`config.mk`:
```
export PLATFORM = sky130hd
export DESIGN_NAME = fir_tap_sequencer
export DESIGN_NICKNAME = d
export VERILOG_FILES = /design/src/rtl/fir_pkg.sv /design/src/rtl/fir_mac.sv /design/src/rtl/fir_tap_sequencer.sv
export SDC_FILE = /design/constraint.sdc
export NUM_CORES = 1
export LEC_CHECK = 0
export CAP_MARGIN = 20
export CORE_UTILIZATION = 54
export CTS_BUF_LIST = sky130_fd_sc_hd__clkbuf_8
export DETAILED_ROUTE_END_ITERATION = 6
export MAX_ROUTING_LAYER = met4
export PLACE_DENSITY = 0.75
export SYNTH_ARGS = -nofsm -noshare
export SYNTH_HDL_FRONTEND = slang
export SYNTH_SLANG_ARGS = --single-unit
```
`constraint.sdc`:
```
create_clock -name CLK -period 4.9 [get_ports CLK]
set_clock_uncertainty 0.15 [all_clocks]
set_input_delay 1.47 -clock CLK [delete_from_list [all_inputs] [get_ports CLK]]
set_output_delay 1.47 -clock CLK [all_outputs]
set_load 0.01 [all_outputs]
```
`src/rtl/fir_pkg.sv`:
```
// Shared types, widths and helpers for the time-multiplexed FIR tap sequencer.
package fir_pkg;

  typedef enum logic [1:0] {IDLE, MAC, DONE} fir_state_t;

  function automatic int clog2(input int n);
    int r;
    r = 0;
    while ((1 << r) < n) r++;
    return r;
  endfunction

  function automatic int sat_hi(input int wlp);
    return (1 << (wlp - 1)) - 1;
  endfunction

  function automatic int sat_lo(input int wlp);
    return -(1 << (wlp - 1));
  endfunction

  localparam int FIR_WL     = 4;
  localparam int FIR_WLC    = 4;
  localparam int FIR_NTAPS  = 3;
  localparam int FIR_WLP    = FIR_WL + FIR_WLC;
  localparam int FIR_WLA    = FIR_WLP + clog2(FIR_NTAPS);
  localparam int FIR_SAT_HI = sat_hi(FIR_WLP);
  localparam int FIR_SAT_LO = sat_lo(FIR_WLP);

endpackage

```
`src/rtl/fir_mac.sv`:
```
// Shared multiplier-accumulator: combinational signed product, registered running sum.
module fir_mac #(
  parameter int WL  = 4,
  parameter int WLC = 4,
  parameter int WLA = 10
) (
  input  logic                  CLK,
  input  logic                  RST,
  input  logic                  clr,
  input  logic                  en,
  input  logic signed [WL-1:0]  a,
  input  logic signed [WLC-1:0] b,
  output logic signed [WLA-1:0] sum
);

  localparam int WLP = WL + WLC;

  logic signed [WLP-1:0] prod;
  logic signed [WLA-1:0] acc;

  assign prod = WLP'(a) * WLP'(b);
  assign sum  = acc + WLA'(prod);

  always_ff @(posedge CLK or posedge RST) begin
    if (RST)      acc <= '0;
    else if (clr) acc <= '0;
    else if (en)  acc <= sum;
  end

endmodule

```
`src/rtl/fir_tap_sequencer.sv`:
```
// Time-multiplexed FIR: one MAC per tap, delay line and coefficient file held here.
// Define FIR_TAP_SEQ_SAT_EN to clamp y to the signed WL+WLC-bit range.
module fir_tap_sequencer
  import fir_pkg::*;
#(
  parameter  int WL    = FIR_WL,
  parameter  int WLC   = FIR_WLC,
  parameter  int NTAPS = FIR_NTAPS,
  localparam int AW    = clog2(NTAPS),
  localparam int WLP   = WL + WLC,
  localparam int WLA   = WLP + AW
) (
  input  logic                  CLK,
  input  logic                  RST,
  input  logic                  x_valid,
  input  logic signed [WL-1:0]  x,
  output logic                  x_ready,
  input  logic                  coef_we,
  input  logic [AW-1:0]         coef_addr,
  input  logic signed [WLC-1:0] coef_data,
  output logic                  y_valid,
  output logic signed [WLA-1:0] y,
  output logic                  busy
);

  fir_state_t            state;
  logic [AW-1:0]         k;
  logic signed [WL-1:0]  d [NTAPS];
  logic signed [WLC-1:0] c [NTAPS];
  logic signed [WLA-1:0] sum;
  logic signed [WLA-1:0] y_next;
  logic                  accept;
  logic                  last;

  assign x_ready = (state == IDLE);
  assign busy    = (state != IDLE);
  assign accept  = x_valid && x_ready;
  assign last    = (int'(k) == NTAPS - 1);

  fir_mac #(.WL(WL), .WLC(WLC), .WLA(WLA)) u_mac (
    .CLK (CLK),
    .RST (RST),
    .clr (accept),
    .en  (state == MAC),
    .a   (d[k]),
    .b   (c[k]),
    .sum (sum)
  );

`ifdef FIR_TAP_SEQ_SAT_EN
  localparam logic signed [WLA-1:0] SAT_HI = WLA'(sat_hi(WLP));
  localparam logic signed [WLA-1:0] SAT_LO = WLA'(sat_lo(WLP));

  always_comb begin
    y_next = sum;
    if (sum > SAT_HI)      y_next = SAT_HI;
    else if (sum < SAT_LO) y_next = SAT_LO;
  end
`else
  assign y_next = sum;
`endif

  always_ff @(posedge CLK or posedge RST) begin
    if (RST) begin
      state   <= IDLE;
      k       <= '0;
      y       <= '0;
      y_valid <= 1'b0;
      for (int unsigned i = 0; i < NTAPS; i++) begin
        d[i] <= '0;
        c[i] <= '0;
      end
    end else begin
      case (state)
        IDLE: begin
          // a write on the accept edge lands before the first MAC reads c[]
          if (coef_we && int'(coef_addr) < NTAPS) c[coef_addr] <= coef_data;
          if (accept) begin
            d[0] <= x;
            for (int unsigned i = 1; i < NTAPS; i++) d[i] <= d[i-1];
            k     <= '0;
            state <= MAC;
          end
        end
        MAC: begin
          k <= k + 1'b1;
          if (last) begin
            y       <= y_next;
            y_valid <= 1'b1;
            state   <= DONE;
          end
        end
        DONE: begin
          y_valid <= 1'b0;
          state   <= IDLE;
        end
        default: state <= IDLE;
      endcase
    end
  end

endmodule

```
---- Yosys cells after proc, flatten, opt, wreduce, memory -nomap -nowiden ----
Cells that the tools add are included.
operators by class
  add/subtract/negate cells ............... 2
  $mul .................................... 1
  order comparisons ....................... 4
  equality and inequality tests ........... 5
  multiplexer cells ....................... 18
  bitwise gates (word level) .............. 2
  reductions and logical operators ........ 14
operators with widths
  cell                                                                   number
  10-bit 2-to-1 mux                                                      2
  4-bit 2-to-1 mux                                                       5
  4-bit binary-select mux with 2-bit select                              2
  12-bit bitwise mux                                                     1
  2-bit AND reduction                                                    6
  10-bit by 8-bit adder with 10-bit output                               1
  4-bit demux with 2-bit select                                          1
  4-bit by 4-bit multiplier with 8-bit output                            1
  2-bit case mux with 2 select lines                                     2
  2-bit nonzero test                                                     4
  3-bit greater-or-equal comparator (second input constant)              2
  2-bit 2-to-1 mux                                                       3
  2-bit NOT with 3-bit output                                            2
  2-bit == test (second input constant)                                  2
  1-bit logical AND                                                      3
  3-bit by 1-bit < comparator with 1-bit output (second input constant)  1
  2-bit by 1-bit adder with 2-bit output (second input constant)         1
  2-bit by 1-bit == test with 1-bit output (second input constant)       1
  2-bit zero test                                                        1
  2-bit < comparator (second input constant)                             1
  2-bit by 1-bit != test with 1-bit output (second input constant)       1
  2-bit != test (second input constant)                                  1
  1-bit case mux with 2 select lines                                     1
  1-bit 2-to-1 mux                                                       1
storage, ports and cells
  register bits after elaboration ......... 49
  output and inout port bits .............. 13

---- Depth between registers and ports, before layout ----
Gate-level depths: netlist of run 1.
  depth after elaboration ................. 8
  mapped depth ............................ 19
  depth with buffers taken out ............ 18

---- Hierarchy ----
From an unflattened synthesis of run 1, not the netlist that was laid out.
unflattened totals
  cell total of the unflattened synthesis .. 280
  area, all modules ....................... 3,214.3 µm²
by module, submodules not included
  module             instances  cells each  area an instance (µm²)  seq. area each (µm²)
  fir_tap_sequencer  1          124         1,725.4                 975.9
  fir_mac            1          156         1,488.9                 250.2

---- Worst setup path after synthesis of run 1 ----
Ideal clock, no wire load.
  kind .................................... reg-to-reg
  from .................................... reg k[0]
  to ...................................... reg u_mac.acc[9]
  arrival time ............................ 4.281 ns
  setup slack ............................. 0.337 ns
  cell stages (with the launch flop) ...... 19
  buffers on the path ..................... 2
  period minus slack after synthesis ...... 4.563 ns
  path through ............................ dfrtp_1 -> buf_2 -> buf_2 -> mux2i_1 -> nor2_1 -> a31oi_1 -> nor2_1 -> fa_1 -> fa_1 -> inv_1 -> fa_1 -> inv_1 -> ha_1 -> o21ai_0 -> nor2_1 -> or4_1 -> a31oi_1 -> xnor2_1 -> o21ai_1
on the way
  longest elaborated chain between the ends .. 8
ends and longest elaborated chain
  what                                                                 line                                              source
  start, declared                                                      fir_tap_sequencer.sv:27                           logic [AW-1:0] k;
  start signal, assigned                                               fir_tap_sequencer.sv:86                           k <= k + 1'b1;
  2-bit NOT with 3-bit output (not written as such) *                  fir_tap_sequencer.sv:45, fir_tap_sequencer.sv:46
  4-bit binary-select mux with 2-bit select, on equally long branches  fir_tap_sequencer.sv:45, fir_tap_sequencer.sv:46
  4-bit 2-to-1 mux, on equally long branches (2 in series)             fir_tap_sequencer.sv:45, fir_tap_sequencer.sv:46
  4-bit by 4-bit multiplier with 8-bit output *                        fir_mac.sv:21                                     assign prod = WLP'(a) * WLP'(b);
  10-bit by 8-bit adder with 10-bit output *                           fir_mac.sv:22                                     assign sum = acc + WLA'(prod);
  10-bit 2-to-1 mux *                                                  fir_mac.sv:27                                     else if (en) acc <= sum;
  10-bit 2-to-1 mux *                                                  fir_mac.sv:26                                     else if (clr) acc <= '0;
  end signal, assigned                                                 fir_mac.sv:27
  end, declared                                                        fir_mac.sv:19                                     logic signed [WLA-1:0] acc;
Mark *: on every way between the ends. The rest lies on a longest branch, timed or not. The select of a mux whose other input is x is not followed.
A chain may end at the register's enable or synchronous reset.

---- Worst setup path in the final report of run 1 ----
  from .................................... reg k[1]
  to ...................................... reg u_mac.acc[8]
Same word-level chain as after synthesis.

==> load_flow_metrics.sql, run 1 <==
INSERT INTO impl_metrics (metric_group, metric, value, unit) VALUES
('global_route', 'grt.overflow.total', '0', ''),
('synth', 'synthTopCellsByCount', 'dfrtp_1, inv_1, mux2_2', ''),
('clock_network', 'cts_hold_repair.buffers', '0', ''),
('layout', 'layout-drive-gt1-share', '19.2', '%'),
('synth', 'synth_edf_count', '0', ''),
('floorplan', 'core_region_area', '5510', 'sq um'),
('critical_path', 'worstPathArrival', '4730', 'ps'),
('synth', 'ys_seq_elements', '49', ''),
('clock_network', 'cts_made_buffers', '5', ''),
('sta', 'transition_time_at_the_pin_with_the_least_slew_margin', '970', 'ps'),
('synth', 'post-synth-top-area-fraction', '39.8', '%'),
('global_route', 'via_count_of_the_first_global_routing_pass', '2040', ''),
('clock_network', 'cts_root_buffer', 'clkbuf_8', ''),
('synth', 'synth_sequential_area_ratio', '39.8', '%'),
('clock_network', 'cts_tree', 'built', ''),
('floorplan', 'fp.dieH', '77.5', 'um'),
('synth', 'syn-num-nets', '344', ''),
('sta', 'highest_achievable_clock_rate', '213', 'MHz'),
('floorplan', 'dieArea', '6010', 'sq um'),
('synth', 'synthDominantAreaCellType', 'dfrtp_1', ''),
('synth', 'synth.avg_cell_area', '10.6', 'sq um'),
('sta', 'relative_slew_margins', '35.1', '%'),
('layout', 'antennaDiodeCount', '0', ''),
('route', 'detailedRoute.firstIterationViolations', '82', ''),
('synth', 'syn-cell-area', '3080', 'sq um'),
('route', 'drt.antenna.violating_nets', '0', ''),
('global_route', 'antenna_found_initial', '0', ''),
('route', 'routed_wirelength', '5700', 'um'),
('clock_network', 'clock_insertion_delay_worst_skew', '310', 'ps'),
('clock_network', 'clkTransAtPathRegs', '90', 'ps'),
('hold_path', 'hold_class', 'reg2reg', ''),
('route', 'detailroute.via_count', '2131', ''),
('layout', 'final.fill_count', '428', ''),
('layout', 'flow.area_growth_from_synthesis', '19.9', '%'),
('placement', 'placed_cells', '381', ''),
('floorplan', 'io_pins', '27', ''),
('sta', 'setup_viol', '0', ''),
('sta', 'finalCriticalPeriod', '4700', 'ps'),
('route', 'avgRoutedWirePerCell', '14.4', 'um'),
('layout', 'stdcell_count', '395', ''),
('placement', 'sum_of_net_half_perimeters_after_detailed_placement', '4120', 'um'),
('clock_network', 'cts_num_sinks', '49', ''),
('critical_path', 'critPathMaxStageDelay', '540', 'ps'),
('layout', 'ff_latch_area', '1230', 'sq um'),
('floorplan', 'row_count', '27', ''),
('placement', 'io_buffer_count', '26', ''),
('sta', 'final_hold_viols', '0', ''),
('sta', 'final.period_utilization', '96.0', '%'),
('floorplan', 'floorplan.die.width', '77.5', 'um'),
('route', 'vias_per_cell', '5.39', ''),
('critical_path', 'critPathMaxFanout', '10', ''),
('critical_path', 'cp_cell_sequence', 'buf_4 -> nor2_1 -> a31oi_4 -> or2_2 -> fa_1 -> fa_1 -> fa_1 -> inv_1 -> fa_1 -> a21o_2 -> a21oi_1 -> o21bai_1 -> a21oi_1 -> xor2_1 -> o21ai_0', ''),
('synth', 'asyncSetResetFlopFracSynth', '100', '%'),
('synth', 'cells_taking_the_most_area_after_synthesis', 'dfrtp_1, fa_1, mux2_2', ''),
('global_route', 'global_route_wire_length_before_repair', '9330', 'um'),
('critical_path', 'crit_top_cell', 'fa_1', ''),
('synth', 'syn-instance-count', '290', ''),
('outcome', 'outcome', 'finished, final reports clean', ''),
('critical_path', 'crit_path_top_delay_cell', 'fa_1', ''),
('global_route', 'groute.usage.overall', '20.5', '%'),
('clock_network', 'cts_buffer_depth', '2', ''),
('synth', 'post-synth-top-count-cell', 'dfrtp_1', ''),
('synth', 'yosys_most_used_dff', 'dfrtp_1', ''),
('critical_path', 'kind_of_capture_point_of_the_worst_setup_path', 'register', ''),
('route', 'drt_pass1_iterations', '4', ''),
('synth', 'yosysWarnings', '0', ''),
('placement', 'globalplace.congestion', '0.831', ''),
('route', 'drcViolationCount', '0', ''),
('layout', 'final_net_count', '376', ''),
('synth', 'synth.lib_cells_used.distinct', '33', ''),
('critical_path', 'critPathKind', 'reg2reg', ''),
('global_route', 'grt_max_degree', '50', ''),
('layout', 'multi_input_area', '1730', 'sq um'),
('critical_path', 'required', '4920', 'ps'),
('run', 'drv_cap', '0', ''),
('clock_network', 'clock_tree.htree_level_count', '2', ''),
('floorplan', 'start_util', '55.9', '%'),
('sta', 'finalMaxSlewViolations', '0', ''),
('critical_path', 'timing.critical_path.from_type', 'register', '');
[final cells by class]
| cell class | instances | share of cell area (%) |
|---|---|---|
| Multi-Input combinational cell | 189 | 47.0 |
| Clock inverter | 3 | 1.15 |
| Tap cell | 72 | 2.44 |
| Timing Repair Buffer | 35 | 9.87 |
| Clock buffer | 5 | 1.87 |
| Inverter | 42 | 4.37 |
| Sequential cell | 49 | 33.3 |
[stage by stage]
step | setup TNS [ps] | util (%) | hold slack [ps] | instance area [sq um] | setup slack [ps]
after global placement | 0 | 61.9 | 314 | 3410 | 190
final | 0 | 67.0 | 334 | 3690 | 196
after global routing | -43.1 | 67.0 | 381 | 3690 | -16.8
after CTS | 0 | 63.9 | 342 | 3520 | 70.2
after floorplan | 0 | - | 322 | 3080 | 337
after detailed placement | 0 | 61.9 | 321 | 3410 | 98.1
[critical path, delay by kind of cell, from the launching register on]
family                   cells  cell delay [ps]
flip-flops                   1              510
AND/OR/NAND/NOR              2              520
buffers and inverters        2              280
adder cells (fa/ha/maj)      4             2030
AO/OA/AOI/OAI                6              870
XOR/XNOR                     1              200
[cells in the final DEF (no fill, tap or decap), drive strengths merged, types with 9 or more instances in the layout]
master,count
inv,42
nand3,12
mux2i,9
dfrtp,49
clkdlybuf4s50,26
mux2,28
fa,18
nor2,19
buf,9
o21ai,18
ha,22
nand2,23
[state kept, by name, indices dropped and copies added, names as in the netlist]
signal     count
c             12
d             12
u_mac.acc     10
y             10
k              2
state          2
y_valid        1
[cell families (layout without fill, tap and decap cells)]
kind of cell / count (synthesis) / after routing / synth area share [%]
adder cells (fa/ha/maj): 40 / 40 / 20.7
buffers and inverters: 52 / 85 / 6.50
AND/OR/NAND/NOR: 64 / 64 / 9.19
multiplexers: 37 / 37 / 13.2
XOR/XNOR: 11 / 11 / 3.13
AO/OA/AOI/OAI: 37 / 37 / 7.52
flip-flops: 49 / 49 / 39.8
[per-layer routing]
metal  track usage (%)  vias to the layer above  share of wire [%]
met4              6.98                        0                1.7
met5                 -                        -                  0
met2              31.7                       31                 49
met1              26.8                     1075                 46
met3              4.35                       11                3.1
li1                  -                     1014                  -
[path summary, 6_finish.rpt]
path	from	to	slack (ps)	cells after the start
setup / recovery	k[1]$_DFFE_PP0P_	u_mac.acc[8]$_DFFE_PP0P_	200	15
hold / removal	y[5]$_DFFE_PP0P_	y[5]$_DFFE_PP0P_	330	2
setup reg to reg	k[1]$_DFFE_PP0P_	u_mac.acc[8]$_DFFE_PP0P_	200	15
hold reg to reg	y[5]$_DFFE_PP0P_	y[5]$_DFFE_PP0P_	330	2
max in group asynchronous	RST	y[5]$_DFFE_PP0P_	2700	3
min in group asynchronous	RST	k[0]$_DFFE_PP0P_	1380	2
[what timing repair did]
action,in CTS,in global routing
buffers inserted,0,5
resized for setup,0,19
endpoints found under the setup margin,0,6
Power of run 1 is not shown: default switching activity piles up to over one toggle a cycle in this logic, so the estimate is an artifact.
==> run 2, diff against run 1 <==
--- a/config.mk
+++ b/config.mk
@@ -6,11 +6,11 @@
 export NUM_CORES = 1
 export LEC_CHECK = 0
 export CAP_MARGIN = 20
-export CORE_UTILIZATION = 54
-export CTS_BUF_LIST = sky130_fd_sc_hd__clkbuf_8
+export CORE_UTILIZATION = 52
+export CTS_BUF_LIST = sky130_fd_sc_hd__clkbuf_16
 export DETAILED_ROUTE_END_ITERATION = 6
 export MAX_ROUTING_LAYER = met4
-export PLACE_DENSITY = 0.75
+export PLACE_DENSITY = 0.73
 export SYNTH_ARGS = -nofsm -noshare
 export SYNTH_HDL_FRONTEND = slang
 export SYNTH_SLANG_ARGS = --single-unit
==> load_flow_metrics.sql, run 2 (same netlist as run 1, synthesis figures left out) <==
INSERT INTO impl_metrics (metric_group, metric, value, unit) VALUES
('global_route', 'groute.usage.overall', '20.9', '%'),
('sta', 'transition_time_at_the_pin_with_the_least_slew_margin', '1010', 'ps'),
('hold_path', 'timing.hold.worst_path_depth', '2', ''),
('layout', 'final_cell_mix', 'dfrtp_1, inv_1, mux2_2, clkdlybuf4s50_1, nand2_1', ''),
('route', 'drcViolationCount', '0', ''),
('hold_path', 'hold_class', 'reg2reg', ''),
('sta', 'finalMaxSlewViolations', '0', ''),
('route', 'wl_met2', '3030', 'um'),
('clock_network', 'cts_buffer_depth', '2', ''),
('placement', 'globalplace.congestion', '0.833', ''),
('sta', 'highest_achievable_clock_rate', '212', 'MHz'),
('layout', 'flow.area_growth_from_synthesis', '21.1', '%'),
('critical_path', 'worstSetupEndpoint', 'u_mac.acc[9]$_DFFE_PP0P_', ''),
('critical_path', 'timing.critical_path.from_type', 'register', ''),
('clock_network', 'clock_tree.htree_level_count', '2', ''),
('layout', 'final_net_count', '378', ''),
('placement', 'io_buffer_count', '26', ''),
('critical_path', 'kind_of_capture_point_of_the_worst_setup_path', 'register', ''),
('clock_network', 'clkTransAtPathRegs', '60', 'ps'),
('route', 'drt.antenna.violating_nets', '0', ''),
('floorplan', 'dieArea', '6230', 'sq um'),
('hold_path', 'worstHoldStart', 'y[5]$_DFFE_PP0P_', ''),
('layout', 'biggestRegsByFlops', 'c (12), d (12)', ''),
('clock_network', 'clock_insertion_delay_worst_skew', '290', 'ps'),
('critical_path', 'worst-r2r-setup-slack', '180', 'ps'),
('clock_network', 'cts_made_buffers', '5', ''),
('sta', 'finalCriticalPeriod', '4720', 'ps'),
('global_route', 'antenna_found_initial', '0', ''),
('critical_path', 'critPathMaxFanout', '11', ''),
('sta', 'final.period_utilization', '96.2', '%'),
('sta', 'relative_slew_margins', '32.7', '%'),
('layout', 'layout_commonest_cell', 'dfrtp_1', ''),
('clock_network', 'cts_tree', 'built', ''),
('global_route', 'via_count_of_the_first_global_routing_pass', '2109', ''),
('critical_path', 'critical_path.reg2reg.startpoint', 'k[0]$_DFFE_PP0P_', ''),
('floorplan', 'row_count', '27', ''),
('route', 'vias_per_cell', '5.29', ''),
('clock_network', 'cts_root_buffer', 'clkbuf_16', ''),
('route', 'route.top_layer_used', 'met4', ''),
('floorplan', 'start_util', '54.9', '%'),
('sta', 'final_hold_viols', '0', ''),
('floorplan', 'fp.dieH', '78.9', 'um'),
('route', 'wl_met1', '2660', 'um'),
('clock_network', 'cts_hold_repair.buffers', '0', ''),
('route', 'detailedRoute.firstIterationViolations', '67', ''),
('route', 'drt_pass1_iterations', '4', ''),
('placement', 'sum_of_net_half_perimeters_after_detailed_placement', '4280', 'um'),
('layout', 'layout-drive-gt1-share', '18.5', '%'),
('run', 'drv_cap', '0', ''),
('route', 'routed_wirelength', '5880', 'um'),
('floorplan', 'core_region_area', '5610', 'sq um'),
('global_route', 'global_route_wire_length_before_repair', '9670', 'um'),
('critical_path', 'worstReg2RegEnd', 'u_mac.acc[9]$_DFFE_PP0P_', ''),
('floorplan', 'io_pins', '27', ''),
('critical_path', 'critPathKind', 'reg2reg', ''),
('sta', 'setup-tns-final', '0', 'ps'),
('critical_path', 'critical_path.startpoint', 'k[0]$_DFFE_PP0P_', ''),
('global_route', 'grt.overflow.total', '0', ''),
('sta', 'finalHoldWorstSlack', '334', 'ps'),
('layout', 'antennaDiodeCount', '0', ''),
('floorplan', 'floorplan.die.width', '78.9', 'um'),
('route', 'met3WireLength', '138', 'um'),
('critical_path', 'ff2ff_path_depth', '16', ''),
('route', 'avgRoutedWirePerCell', '14.8', 'um'),
('route', 'detailroute.via_count', '2101', ''),
('critical_path', 'required', '4890', 'ps'),
('clock_network', 'cts_num_sinks', '49', ''),
('outcome', 'outcome', 'finished, final reports clean', ''),
('critical_path', 'worstPathArrival', '4710', 'ps'),
('sta', 'setup_viol', '0', ''),
('global_route', 'grt_max_degree', '50', '');
## run 2: metrics by stage
stage	setup WS (ps)	utilization [%]	cell area (sq um)	instances
2_1_floorplan	337	-	3080	290
3_3_place_gp	164	60.8	3410	381
3_5_place_dp	81.6	60.8	3410	381
4_1_cts	78.7	63.3	3550	389
5_1_grt	-58.8	66.5	3730	397
6_report	184	66.5	3730	397
## run 2: timing repair
item	CTS	global route
gates resized for setup	0	15
setup endpoints to repair	0	5
setup buffers	0	7
## run 2: cell type report
| type | count | area [sq um] |
|---|---|---|
| Timing Repair Buffer | 37 | 384 |
| Clock buffer | 5 | 125 |
| Clock inverter | 3 | 18.8 |
| Fill cell | 451 | 1880 |
| Tap cell | 72 | 90.1 |
| Sequential cell | 49 | 1230 |
| Inverter | 42 | 161 |
| Multi-Input combinational cell | 189 | 1720 |
## run 2: worst min path at each step
stage	slack, ps	to
finish	330	y[5]$_DFFE_PP0P_
floorplan	320	y_valid$_DFFE_PP0P_
global placement	310	y[4]$_DFFE_PP0P_
global route	380	y[5]$_DFFE_PP0P_
CTS	340	y[4]$_DFFE_PP0P_
detailed placement	320	y[4]$_DFFE_PP0P_
## run 2: layer usage
metal | global-route usage, % | vias up
met1 | 27.0 | 1053
met5 | - | -
met3 | 4.14 | 7
li1 | - | 1016
met2 | 34.3 | 25
met4 | 4.91 | 0
## run 2: critical path: stages, from the launching register on
cell,delay [ps]
dfrtp_2,450
buf_6,170
mux2i_1,140
nor2_1,180
a31oi_4,60
or2_2,320
fa_1,480
fa_1,530
fa_1,550
inv_1,70
ha_1,330
a211oi_2,200
nor2_1,80
or4_1,400
a31oi_1,210
xnor2_1,160
o21ai_1,80
Power of run 2 is left out for the same reason.
